$ cat src/rtl/decode_stage_pipe.sv
// Decode stage for the pipelined core: instruction decode, 2R1W register file with
// writeback bypass, load-use hazard detection and the registered ID/EX boundary.
module decode_stage_pipe #(
  parameter int unsigned XLEN      = 32,
  parameter int unsigned REG_COUNT = 32,
  parameter int unsigned DEBUG_REG = 10,
  localparam int unsigned RW       = $clog2(REG_COUNT)
) (
  input  logic            clk,
  input  logic            rst_n,
  input  logic            id_valid_i,
  input  logic [31:0]     id_instr_i,
  input  logic [XLEN-1:0] id_pc_i,
  input  logic            wb_we_i,
  input  logic [RW-1:0]   wb_rd_i,
  input  logic [XLEN-1:0] wb_data_i,
  input  logic            ex_hold_i,
  input  logic            flush_i,
  output logic            stall_o,
  output logic            illegal_o,
  output logic            ex_valid_o,
  output logic [XLEN-1:0] ex_pc_o,
  output logic [XLEN-1:0] ex_rd1_o,
  output logic [XLEN-1:0] ex_rd2_o,
  output logic [XLEN-1:0] ex_imm_o,
  output logic [RW-1:0]   ex_rs1_o,
  output logic [RW-1:0]   ex_rs2_o,
  output logic [RW-1:0]   ex_rd_o,
  output logic [2:0]      ex_funct3_o,
  output logic            ex_funct7b5_o,
  output logic [6:0]      ex_opcode_o,
  output logic            ex_reg_write_o,
  output logic            ex_mem_read_o,
  output logic            ex_mem_write_o,
  output logic            ex_branch_o,
  output logic            ex_jump_o,
  output logic            ex_alu_src_b_o,
  output logic [XLEN-1:0] dbg_reg_o
);

  localparam logic [6:0] OpcOp     = 7'b0110011;
  localparam logic [6:0] OpcOpImm  = 7'b0010011;
  localparam logic [6:0] OpcLoad   = 7'b0000011;
  localparam logic [6:0] OpcJalr   = 7'b1100111;
  localparam logic [6:0] OpcStore  = 7'b0100011;
  localparam logic [6:0] OpcBranch = 7'b1100011;
  localparam logic [6:0] OpcJal    = 7'b1101111;
  localparam logic [6:0] OpcLui    = 7'b0110111;
  localparam logic [6:0] OpcAuipc  = 7'b0010111;

  typedef struct packed {
    logic            valid;
    logic [XLEN-1:0] pc;
    logic [XLEN-1:0] rd1;
    logic [XLEN-1:0] rd2;
    logic [XLEN-1:0] imm;
    logic [RW-1:0]   rs1;
    logic [RW-1:0]   rs2;
    logic [RW-1:0]   rd;
    logic [2:0]      funct3;
    logic            funct7b5;
    logic [6:0]      opcode;
    logic            reg_write;
    logic            mem_read;
    logic            mem_write;
    logic            branch;
    logic            jump;
    logic            alu_src_b;
  } idex_t;

  logic [XLEN-1:0] rf_q [REG_COUNT];
  idex_t           idex_q, idex_d, decoded;

  logic [6:0]      opcode;
  logic [RW-1:0]   rs1, rs2, rd;
  logic [31:0]     imm_i, imm_s, imm_b, imm_j, imm_u, imm32;
  logic            legal, use_rs1, use_rs2, hazard;
  logic            reg_write, mem_read, mem_write, branch, jump, alu_src_b;
  logic [XLEN-1:0] rd1, rd2;

  assign opcode = id_instr_i[6:0];
  assign rd     = id_instr_i[7 +: RW];
  assign rs1    = id_instr_i[15 +: RW];
  assign rs2    = id_instr_i[20 +: RW];

  assign imm_i = {{20{id_instr_i[31]}}, id_instr_i[31:20]};
  assign imm_s = {{20{id_instr_i[31]}}, id_instr_i[31:25], id_instr_i[11:7]};
  assign imm_b = {{19{id_instr_i[31]}}, id_instr_i[31], id_instr_i[7], id_instr_i[30:25],
                  id_instr_i[11:8], 1'b0};
  assign imm_j = {{11{id_instr_i[31]}}, id_instr_i[31], id_instr_i[19:12], id_instr_i[20],
                  id_instr_i[30:21], 1'b0};
  assign imm_u = {id_instr_i[31:12], 12'h000};

  always_comb begin
    legal     = 1'b1;
    use_rs1   = 1'b1;
    use_rs2   = 1'b0;
    imm32     = '0;
    reg_write = 1'b1;
    mem_read  = 1'b0;
    mem_write = 1'b0;
    branch    = 1'b0;
    jump      = 1'b0;
    alu_src_b = 1'b1;
    case (opcode)
      OpcOp: begin
        use_rs2   = 1'b1;
        alu_src_b = 1'b0;
      end
      OpcOpImm: imm32 = imm_i;
      OpcLoad: begin
        imm32    = imm_i;
        mem_read = 1'b1;
      end
      OpcJalr: begin
        imm32 = imm_i;
        jump  = 1'b1;
      end
      OpcStore: begin
        imm32     = imm_s;
        use_rs2   = 1'b1;
        reg_write = 1'b0;
        mem_write = 1'b1;
      end
      OpcBranch: begin
        imm32     = imm_b;
        use_rs2   = 1'b1;
        reg_write = 1'b0;
        branch    = 1'b1;
        alu_src_b = 1'b0;
      end
      OpcJal: begin
        imm32   = imm_j;
        use_rs1 = 1'b0;
        jump    = 1'b1;
      end
      OpcLui, OpcAuipc: begin
        imm32   = imm_u;
        use_rs1 = 1'b0;
      end
      default: begin
        // Unsupported opcodes read no sources so they can never raise a hazard.
        legal     = 1'b0;
        use_rs1   = 1'b0;
        reg_write = 1'b0;
        alu_src_b = 1'b0;
      end
    endcase
  end

  // Reads see a same-cycle writeback to the same register.
  always_comb begin
    rd1 = '0;
    rd2 = '0;
    if (rs1 != '0) rd1 = (wb_we_i && wb_rd_i == rs1) ? wb_data_i : rf_q[rs1];
    if (rs2 != '0) rd2 = (wb_we_i && wb_rd_i == rs2) ? wb_data_i : rf_q[rs2];
  end

  assign hazard = idex_q.valid & idex_q.mem_read & (idex_q.rd != '0) & id_valid_i &
                  ((use_rs1 & (rs1 == idex_q.rd)) | (use_rs2 & (rs2 == idex_q.rd)));

  assign stall_o   = (hazard | ex_hold_i) & ~flush_i;
  assign illegal_o = id_valid_i & ~legal;

  always_comb begin
    decoded           = '0;
    decoded.valid     = 1'b1;
    decoded.pc        = id_pc_i;
    decoded.rd1       = rd1;
    decoded.rd2       = rd2;
    decoded.imm       = XLEN'($signed(imm32));
    decoded.rs1       = rs1;
    decoded.rs2       = rs2;
    decoded.rd        = rd;
    decoded.funct3    = id_instr_i[14:12];
    decoded.funct7b5  = id_instr_i[30];
    decoded.opcode    = opcode;
    decoded.reg_write = reg_write;
    decoded.mem_read  = mem_read;
    decoded.mem_write = mem_write;
    decoded.branch    = branch;
    decoded.jump      = jump;
    decoded.alu_src_b = alu_src_b;
  end

  always_comb begin
    idex_d = idex_q;
    if (flush_i) begin
      idex_d = '0;
    end else if (!ex_hold_i) begin
      if (hazard || !id_valid_i || !legal) idex_d = '0;
      else                                 idex_d = decoded;
    end
  end

  always_ff @(posedge clk or negedge rst_n) begin
    if (!rst_n) idex_q <= '0;
    else        idex_q <= idex_d;
  end

  always_ff @(posedge clk or negedge rst_n) begin
    if (!rst_n) begin
      for (int i = 0; i < REG_COUNT; i++) rf_q[i] <= '0;
    end else if (wb_we_i && wb_rd_i != '0) begin
      rf_q[wb_rd_i] <= wb_data_i;
    end
  end

  assign ex_valid_o     = idex_q.valid;
  assign ex_pc_o        = idex_q.pc;
  assign ex_rd1_o       = idex_q.rd1;
  assign ex_rd2_o       = idex_q.rd2;
  assign ex_imm_o       = idex_q.imm;
  assign ex_rs1_o       = idex_q.rs1;
  assign ex_rs2_o       = idex_q.rs2;
  assign ex_rd_o        = idex_q.rd;
  assign ex_funct3_o    = idex_q.funct3;
  assign ex_funct7b5_o  = idex_q.funct7b5;
  assign ex_opcode_o    = idex_q.opcode;
  assign ex_reg_write_o = idex_q.reg_write;
  assign ex_mem_read_o  = idex_q.mem_read;
  assign ex_mem_write_o = idex_q.mem_write;
  assign ex_branch_o    = idex_q.branch;
  assign ex_jump_o      = idex_q.jump;
  assign ex_alu_src_b_o = idex_q.alu_src_b;
  assign dbg_reg_o      = rf_q[RW'(DEBUG_REG)];

endmodule
$ cat config.mk
export PLATFORM = sky130hd
export DESIGN_NAME = decode_stage_pipe
export DESIGN_NICKNAME = d
export VERILOG_FILES = /design/src/rtl/decode_stage_pipe.sv
export SDC_FILE = /design/constraint.sdc
export NUM_CORES = 2
export LEC_CHECK = 0
export ABC_AREA = 0
export BUFFER_PORTS_ARGS = -buffer_cell sky130_fd_sc_hd__buf_2
export CORE_MARGIN = 5
export CORE_UTILIZATION = 67
export CTS_CLUSTER_DIAMETER = 40
export DETAILED_ROUTE_END_ITERATION = 12
export GPL_ROUTABILITY_DRIVEN = 1
export PLACE_DENSITY_LB_ADDON = 0.1
export SYNTH_ARGS = -nofsm -noshare
export SYNTH_HDL_FRONTEND = slang
export SYNTH_SLANG_ARGS = --single-unit
$ cat constraint.sdc
create_clock -name clk -period 3.27 [get_ports clk]
set_clock_uncertainty 0.2 [all_clocks]
set_input_delay 0.327 -clock clk [delete_from_list [all_inputs] [get_ports clk]]
set_output_delay 0.327 -clock clk [all_outputs]
set_load 0.05 [all_outputs]
==> impl_results.md <==
- Run status: completed
- Die width: approximately 310 um
- CP Launch Type: input port
- HP Class: input port to register
- Period minus WS final: approximately 3.2 ns
- Starting Density: 0.674
- Synth unique cells: between 50 and 60
- Hold Path Depth: 3
- Clock Pin Slew Worst Setup and Hold Paths: about 0.05 ns
- First-pass GRT wire length: 288000 um
- Residual DRC: 0
- GRT Total Usage: 0.404
- Synthesized area per cell: 13.1 um^2
- Reg-to-reg critical path endpoint: ex_pc_o[28]
- Hold endpoint: ex_rs2_o[2]
- Initial antenna violation count: 11
- Max cap viols: 0
- Largest cells by area after synthesis: dfrtp_1 49%, mux4_2 19%, mux2_2 12%, o21ai_0 4.2%, nand2_1 3.8%
- CP Class: input port to primary output
- Largest net degree at the start of global routing: roughly 120
- Remaining Overflow, GRT: 0
- Yosys warns: 0
- Post-synthesis sequential area ratio: 0.491
- Layout cell share with drive strength beyond 1: 0.394
- Placed Instances: ~5800
- Setup TNS: 0 ns
- Critical R2R Launch: ex_rd_o[1]
- Worst Reg-to-Reg Cells: 7
- Post-route ant nets: 0
- Post-DP Area: approximately 64000 um^2
- Cell area after layout: about 70000 um^2
- Htree depth: 4
- Total CTS buffers: between 150 and 200
- Data required time of the worst path: approximately 2.7 ns
- Drt first pass iters: 6
- Hold wc startpoint: id_instr_i[22]
- Starting DRT DRC Count: 6093
- Post-DR wirelength/cell: about 31 um
- Final WL: approximately 190000 um
- Cell taking the most area after synthesis: dfrtp_1
- Slowest stage delay, CP: 0.55 ns
- Max-slew headroom: 0.121
- Lkg Pwr: roughly 31 nW
- Share of the synthesized area in the top cell type: 0.491
- Pwr dens: between 600 and 700 nW/um^2
- CTS tree: done
- Critical path, cell by cell: dlygate4sd3_1 -> buf_2 -> and3b_1 -> nand4_1 -> nor3_1 -> o21ai_4 -> nor2b_1 -> nor2_1 -> clkbuf_4
- Die area: between 90000 and 100000 um^2
- I/O pin total: slightly above 300
- Setup ws final: roughly 0.11 ns
- Vias per cell: approximately 7.2
- Slew @ Worst Pin: approximately 1.3 ns
- Fin crit share: 0.965
- RSZ-0062 raised after global routing: false
- IO buf count: about 300
- Peak Freq: between 300 and 400 MHz
- R2R Setup Slk: roughly 0.32 ns
- FF+latch count, synth: roughly 1200
- Synth Net Count: between 4000 and 5000
- Max-slew violation count: 0
- Clock buffer depth: 3
- Clock latency at the later pin of the worst-skew pair: approximately 0.77 ns
- Hold violation count in the final report: 0
- Final setup fails: 0
- Die Height: about 310 um
- Layout Cells excl Fill: 6141
- Core ar.: between 80000 and 90000 um^2
- Critical path's slowest cell: dlygate4sd3_1
- HPWL after detailed placement: 117000 um
- Number of global-route vias before repair: between 40000 and 50000
- CTS sink cnt: roughly 1200
- Arrival time worst endpoint: 2.63 ns
- Crit-path max FO: 7
- Nature of the critical path endpoint: primary output
- Setup Fix Bufs, Post-CTS: 0
- VDD IR-drop max: 0.606 mV
- Post-Syn Area: roughly 60000 um^2
- Overall power: 0.0440 W
- Area Growth Syn to Fin: 15.4%
- Layout Nets: between 4000 and 5000
- Cell row count: 110
- Place WS: 0.107 ns
- Root buffer cell: clkbuf_16
- Routability Congestion: 0.904
- Synth Instances: between 4000 and 5000
- Vias: 44300
[worst max-delay path by stage]
stage                        startpoint          end  slack [ns]  cells past startpoint
after floorplan              ex_rd_o[0]      stall_o        0.49                      6
after global placement    id_instr_i[1]  ex_pc_o[14]        0.22                      7
after detailed placement  id_instr_i[1]  ex_pc_o[19]        0.11                      7
after CTS                    ex_rd_o[3]      stall_o        0.03                      8
after global routing      id_instr_i[2]      stall_o        0.04                      9
final                     id_instr_i[3]      stall_o        0.11                      9
[cell type report]
class / count / area, um^2
Sequential cell: 1185 / 29700
Antenna cell: 5 / 12.5
Inverter: 33 / 124
Clock buffer: 190 / 4140
Fill cell: 5355 / 20000
Tap cell: 1176 / 1470
Timing Repair Buffer: 584 / 4820
Clock inverter: 88 / 1040
Multi-Input combinational cell: 2880 / 28500
[power by group]
part	internal, W	switching, W	leakage, nW
Clock	0.0102	0.00682	2.51
Sequential	0.0170	0.00189	15.5
Combinational	0.00437	0.00371	13.0
Total	0.0316	0.0124	31.0
[what timing repair did]
item,in CTS,in global routing
cloned,0,1
setup endpoints to repair,1,33
hold buffers,98,0
endpoints found under the hold margin,1337,0
resized for setup,1,2
pin swaps,0,1
[metrics by stage]
| stage | hold slack [ns] | utilization |
|---|---|---|
| after CTS | 0.0122 | 0.777 |
| after global placement | 0.0920 | 0.708 |
| after detailed placement | 0.0950 | 0.708 |
| after global routing | 0.0458 | 0.777 |
| after floorplan | -0.169 | - |
| final | 0.0442 | 0.777 |
[critical path, delay by kind of cell]
kind | cells | cell delay [ns]
buffers and inverters | 3 | 0.98
and+or+nand+nor | 5 | 1.22
AOI/OAI and AO/OA | 1 | 0.10
[cells in the final DEF, fill, tap and decap left out, types with 97 or more instances in the layout]
cell	Yosys	layout
buf_2	97	293
buf_4	83	116
clkbuf_16	0	152
dfrtp_1	1185	1185
dlygate4sd3_1	0	97
mux2_2	638	638
mux2i_1	124	124
mux4_2	508	508
nand2_1	607	590
o21ai_0	503	502
[flip-flops by register name, indices dropped and copies added (netlist names), 3 cells and up]
| register | count |
|---|---|
| ex_rd_o | 5 |
| dbg_reg_o | 32 |
| rf_q | 992 |
| ex_rs1_o | 5 |
| ex_rd1_o | 32 |
| ex_funct3_o | 3 |
| ex_pc_o | 32 |
| ex_opcode_o | 7 |
| ex_imm_o | 32 |
| ex_rs2_o | 5 |
| ex_rd2_o | 32 |
[logic make-up after synthesis]
| kind of cell | Yosys count | synth area share |
|---|---|---|
| AO/OA/AOI/OAI | 816 | 0.0816 |
| AND/OR/NAND/NOR | 763 | 0.0519 |
| multiplexers | 1280 | 0.330 |
| flip-flops | 1185 | 0.491 |
| buffers and inverters | 535 | 0.0426 |
| XOR/XNOR | 20 | 0.00290 |
[Yosys cell counts, drive strengths merged]
cell and count:
dfrtp 1185, mux2 648, nand2 607, o21ai 512, mux4 508, clkbuf 299
buf 203, mux2i 124, nand3 72, o211ai 65, a221oi 64, o22ai 62
a22o 60, inv 33, nor2 31, a21oi 22, xor2 12, nor3b 10
a32o 9, nor3 9, nor2b 8, xnor2 8, a22oi 6, a21o 5
nand3b 4, nand4 4, nor4 4, nand2b 3, a21boi 2, and2 2
and3 2, and3b 2, o22a 2, or3b 2, a2111oi 1, a21bo 1
a32oi 1, nand4b 1, o21a 1, o31a 1, o31ai 1, o41ai 1
or2 1, or4 1
[metal layers]
layer,up-vias,global-route usage,wire length (um)
met3,614,0.131,24500
met2,3005,0.594,86600
met1,22900,0.568,72800
li1,17700,-,-
met5,-,0,61
met4,8,0.166,8890
Note: power is estimated with default switching activity, not from simulation.
